## src/rtl/vga_frame_scanner.sv

```systemverilog
// VGA raster timing generator and frame-buffer read sequencer for an upscaled image window.
// Sync/blank/first-pixel flags are delayed to line up with buffer read data at the DAC pins.
module vga_frame_scanner #(
    parameter int unsigned H_ACTIVE    = 640,
    parameter int unsigned H_FP        = 16,
    parameter int unsigned H_SYNC      = 96,
    parameter int unsigned H_BP        = 48,
    parameter int unsigned V_ACTIVE    = 480,
    parameter int unsigned V_FP        = 10,
    parameter int unsigned V_SYNC      = 2,
    parameter int unsigned V_BP        = 33,
    parameter int unsigned IMG_W       = 64,
    parameter int unsigned IMG_H       = 64,
    parameter int unsigned ADDR_W      = 12,
    parameter int unsigned SCALE_SHIFT = 2,
    parameter int unsigned RD_LAT      = 1
) (
    input  logic              vgaClk,
    input  logic              reset,
    input  logic [1:0]        pixelIn,
    output logic [ADDR_W-1:0] readAddr,
    output logic              readEn,
    output logic [1:0]        pixelOut,
    output logic              hSync,
    output logic              vSync,
    output logic              syncB,
    output logic              blankB,
    output logic              frameStart
);

    localparam int unsigned H_TOTAL    = H_ACTIVE + H_FP + H_SYNC + H_BP;
    localparam int unsigned V_TOTAL    = V_ACTIVE + V_FP + V_SYNC + V_BP;
    localparam int unsigned HW         = $clog2(H_TOTAL);
    localparam int unsigned VW         = $clog2(V_TOTAL);
    localparam int unsigned IMG_W_PIX  = IMG_W << SCALE_SHIFT;
    localparam int unsigned IMG_H_PIX  = IMG_H << SCALE_SHIFT;
    localparam int unsigned IMG_W_BITS = $clog2(IMG_W);

    if (IMG_W_PIX > H_ACTIVE || IMG_H_PIX > V_ACTIVE) begin : g_bad_window
        $error("vga_frame_scanner: upscaled image window exceeds active area");
    end
    if (RD_LAT < 1) begin : g_bad_latency
        $error("vga_frame_scanner: RD_LAT must be at least 1");
    end
    if ((64'd1 << ADDR_W) < 64'(IMG_W) * 64'(IMG_H)) begin : g_bad_addr
        $error("vga_frame_scanner: ADDR_W too narrow for IMG_W*IMG_H");
    end

    typedef struct packed {
        logic hsync;
        logic vsync;
        logic visible;
        logic in_img;
        logic first;
    } ctl_t;

    localparam ctl_t CtlReset = '{hsync: 1'b1, vsync: 1'b1, visible: 1'b0, in_img: 1'b0,
                                  first: 1'b0};

    logic [HW-1:0]     h_count_q;
    logic [VW-1:0]     v_count_q;
    ctl_t              s0_ctl;
    logic [ADDR_W-1:0] img_addr;
    ctl_t              s1_q;
    ctl_t              dly_q [RD_LAT];

    always_ff @(posedge vgaClk) begin
        if (reset) begin
            h_count_q <= '0;
            v_count_q <= '0;
        end else if (h_count_q == HW'(H_TOTAL - 1)) begin
            h_count_q <= '0;
            v_count_q <= (v_count_q == VW'(V_TOTAL - 1)) ? '0 : v_count_q + 1'b1;
        end else begin
            h_count_q <= h_count_q + 1'b1;
        end
    end

    always_comb begin
        s0_ctl         = CtlReset;
        s0_ctl.visible = (32'(h_count_q) < H_ACTIVE) && (32'(v_count_q) < V_ACTIVE);
        s0_ctl.in_img  = s0_ctl.visible && (32'(h_count_q) < IMG_W_PIX)
                         && (32'(v_count_q) < IMG_H_PIX);
        s0_ctl.hsync   = !((32'(h_count_q) >= H_ACTIVE + H_FP)
                           && (32'(h_count_q) < H_ACTIVE + H_FP + H_SYNC));
        s0_ctl.vsync   = !((32'(v_count_q) >= V_ACTIVE + V_FP)
                           && (32'(v_count_q) < V_ACTIVE + V_FP + V_SYNC));
        s0_ctl.first   = (h_count_q == '0) && (v_count_q == '0);
        // IMG_W is a power of two, so row*IMG_W + col is a plain bit concatenation
        img_addr       = ADDR_W'(((32'(v_count_q) >> SCALE_SHIFT) << IMG_W_BITS)
                                 | (32'(h_count_q) >> SCALE_SHIFT));
    end

    always_ff @(posedge vgaClk) begin
        if (reset) begin
            s1_q     <= CtlReset;
            readEn   <= 1'b0;
            readAddr <= '0;
            for (int i = 0; i < RD_LAT; i++) dly_q[i] <= CtlReset;
        end else begin
            s1_q   <= s0_ctl;
            readEn <= s0_ctl.in_img;
            if (s0_ctl.in_img) readAddr <= img_addr;
            dly_q[0] <= s1_q;
            for (int i = 1; i < RD_LAT; i++) dly_q[i] <= dly_q[i-1];
        end
    end

    // Last delay stage is coincident with the read data for the same pixel
    always_ff @(posedge vgaClk) begin
        if (reset) begin
            pixelOut   <= 2'b00;
            hSync      <= 1'b1;
            vSync      <= 1'b1;
            blankB     <= 1'b0;
            frameStart <= 1'b0;
        end else begin
            pixelOut   <= dly_q[RD_LAT-1].in_img ? pixelIn : 2'b00;
            hSync      <= dly_q[RD_LAT-1].hsync;
            vSync      <= dly_q[RD_LAT-1].vsync;
            blankB     <= dly_q[RD_LAT-1].visible;
            frameStart <= dly_q[RD_LAT-1].first;
        end
    end

    assign syncB = 1'b0;

endmodule

```

## config.mk

```make
export PLATFORM = sky130hd
export DESIGN_NAME = vga_frame_scanner
export DESIGN_NICKNAME = d
export VERILOG_FILES = /design/src/rtl/vga_frame_scanner.sv
export SDC_FILE = /design/constraint.sdc
export NUM_CORES = 1
export LEC_CHECK = 0
export ABC_AREA = 1
export CAP_MARGIN = 30
export CORE_ASPECT_RATIO = 1.2
export CORE_UTILIZATION = 61
export DETAILED_ROUTE_END_ITERATION = 8
export DONT_BUFFER_PORTS = 1
export PLACE_DENSITY = 0.77
export SYNTH_ARGS = -nofsm -noshare
export SYNTH_HDL_FRONTEND = slang
export SYNTH_SLANG_ARGS = --single-unit
```

## constraint.sdc

```tcl
create_clock -name vgaClk -period 1.66 [get_ports vgaClk]
set_input_delay 0.083 -clock vgaClk [delete_from_list [all_inputs] [get_ports vgaClk]]
set_output_delay 0.083 -clock vgaClk [all_outputs]
set_load 0.01 [all_outputs]
```

==> flow_metrics.tcl <==
set metrics [dict create \
    async_flop_share_pct 0 \
    rows 22 \
    cp-startpoint "h_count_q[1]" \
    die_h_um 64.9 \
    grt_pass1_vias 1441 \
    r2r_start "h_count_q[1]" \
    synth_adder_area_share_pct 2.49 \
    hp-class "input port to register" \
    setup-tns-final_ps 0 \
    die_w_um 54.4 \
    post_drt_wl_per_cell_um 12.4 \
    vias 1587 \
    clockRootBuffer "clkbuf_4" \
    vias_per_cell 5.20 \
    pwr-share-seq_pct 59.9 \
    p_sw_uw 452 \
    synth_area_leaders "dfxtp_1, nand2_1, inv_1, nor2_1, a21oi_1" \
    avgSynthCellArea_um2 7.76 \
    multiInputGateArea_um2 862 \
    synth_seq_area_share_pct 47.8 \
    die_area_um2 3530 \
    power_density_nw_per_um2 912 \
    antennaDiodeCount 0 \
    postLayoutCellArea_um2 2170 \
    clock.fmax_mhz 667 \
    syn_nets 267 \
    dr.pass1.iters 4 \
    cts_tree "yes" \
    cts_resized 0 \
    drtIter0Drc 38 \
    antenna_found_initial 0 \
    gp_congestion 0.901 \
    peakVddDrop_mv 0.974 \
    worstSetupPathType "register to register" \
    hold_violations 0 \
    fill_cells 247 \
    grt_pass1_wl_um 6220 \
    setup_violations 0 \
    required_ps 1940 \
    internal-power_uw 1530 \
    comb_power_share_pct 3.9 \
    drv_cap 0 \
    synth-compound-area-share_pct 8.53 \
    synth_top_area_share_pct 47.8 \
    p_leak_uw 0.000908 \
    fin_nets 276 \
    synthTopCellsByCount "dfxtp_1, nand2_1, inv_1, nor2_1, a21oi_1" \
    rsz0062_at_grt "false" \
    start_util_pct 64.6 \
    grt_overflow 0 \
    switching_share_pct 22.9 \
    synthXorXnorAreaFrac_pct 2.18 \
    yosysMostFrequentCell "dfxtp_1" \
    synth_warnings 0 \
    min_period_ps 1500 \
    cts_sinks 48 \
    drive_gt1_share_pct 12.3 \
    grt_max_degree 17 \
    drc 0 \
    status "finished clean" \
    htreeDepth 2 \
    clk_pin_slew_worst_paths_ps 140 \
    coreArea_um2 3110 \
    synth_cell_types 29 \
    syn_inst 259 \
    slew_viol_final 0 \
    route.antenna.remaining_nets 0 \
    p_clk_share_pct 36.2 \
    ys_ff_latch 48 \
    holdBufCountCts 3 \
    dpl_cell_area_um2 2060 \
    routed_wl_um 3770 \
    end_kind "register" \
    arrival_ps 1780 \
    portBuffers 0 \
    grt_use_total_pct 24.5 \
    post-route-period-util_pct 90.3 \
    regArea_um2 961 \
    synth_top_area_cell "dfxtp_1" \
    hpwl_um 2690 \
    start_kind "register" \
    min_from "reset" \
    muxShareOfSynthArea_pct 0 \
    clk_latency_ps 380 \
    io_pins 24 \
    synthSimpleGateAreaFrac_pct 29.5 \
    synth-main-ff-cell "dfxtp_1" \
    synthesis.area_um2 2010 \
    clockBufferDepth 2 \
    path_max_fanout 10 \
    synth_edf_count 0 \
    cts_buffers 5 \
    cts_setup_buffers 0 \
    fin_skew_ps 12.0 \
    area_growth_pct 7.90 \
    synth_top_family_by_area "simple AND/OR/NAND/NOR gates" \
]
cells in the final DEF (no fill, tap or decap), types with 2 or more instances in the layout:
cell type and instances:
a21oi_1 16, and3_1 3, buf_4 7, clkbuf_4 5, dfxtp_1 48, dlygate4sd3_1 3, ha_1 4, inv_1 36
nand2_1 40, nand2_2 4, nand3_1 15, nand3_2 3, nand4_1 7, nor2_1 36, nor2_2 3, nor2_4 2
nor3_1 4, o21ai_0 13, o21ai_1 2, or2_2 4, xnor2_1 2, xor2_1 3
sequential cells by signal, summed over array words and instances (netlist names):
signal and cells:
readAddr 12, frameStart 1, hSync 1, pixelOut 2, v_count_q 10, s1_q 5, dly_q 5, vSync 1
h_count_q 10, blankB 1
routing by layer:
metal | track usage, % | wire, um
met2 | 41.5 | 1890
met4 | 10.6 | 68
met3 | 6.34 | 115
met5 | 0 | 0
met1 | 27.8 | 1690
cell type report:
| class | count | area share [%] |
|---|---|---|
| inverters | 36 | 6.23 |
| clock inverters | 3 | 2.13 |
| repair buffers | 10 | 3.81 |
| multi-input cells | 167 | 39.7 |
| well taps | 36 | 2.08 |
| clock buffers | 5 | 1.73 |
| flip-flops and latches | 48 | 44.3 |
logic make-up (layout without fill, tap and decap cells):
| group | count (synthesis) | after routing |
|---|---|---|
| DFF | 48 | 48 |
| and+or+nand+nor | 124 | 124 |
| other | 1 | 1 |
| buffers and inverters | 44 | 54 |
| AOI/OAI and AO/OA | 33 | 33 |
| adders and majority gates | 4 | 4 |
| xor gates and xnor gates | 5 | 5 |
metrics by stage:
stage	hold WS, ps	utilization (%)	power [uW]	setup slack (ps)	instances
after floorplan	190	-	1270	307	259
after CTS	60.1	69.8	1990	159	305
after global placement	152	66.1	1280	239	294
after detailed placement	154	66.1	1280	179	294
final	66.8	69.8	1980	161	305
after global routing	104	69.8	2040	12.0	305
critical path, stage by stage, from the launching register on:
cell     delay, ps
dfxtp_1        410
ha_1           260
nand3_2        130
nor2_2         140
nand2_2        120
nand2_2         90
buf_4          170
a22oi_1         70
worst paths after layout:
path | end | slack (ps) | cells past startpoint
max | v_count_q[1] | 160 | 7
min | readAddr[9] | 70 | 3
max reg2reg | v_count_q[1] | 160 | 7
min reg2reg | dly_q[0][0] | 410 | 2
power groups by stage:
| stage | combinational [uW] | clock [uW] | sequential, uW |
|---|---|---|---|
| after CTS | 77.3 | 724 | 1190 |
| after detailed placement | 67.0 | 0 | 1210 |
| after global routing | 86.6 | 766 | 1190 |
| final | 76.9 | 716 | 1190 |
| after floorplan | 56.6 | 0 | 1210 |
| after global placement | 66.0 | 0 | 1210 |
(Power assumes the default switching activity.)
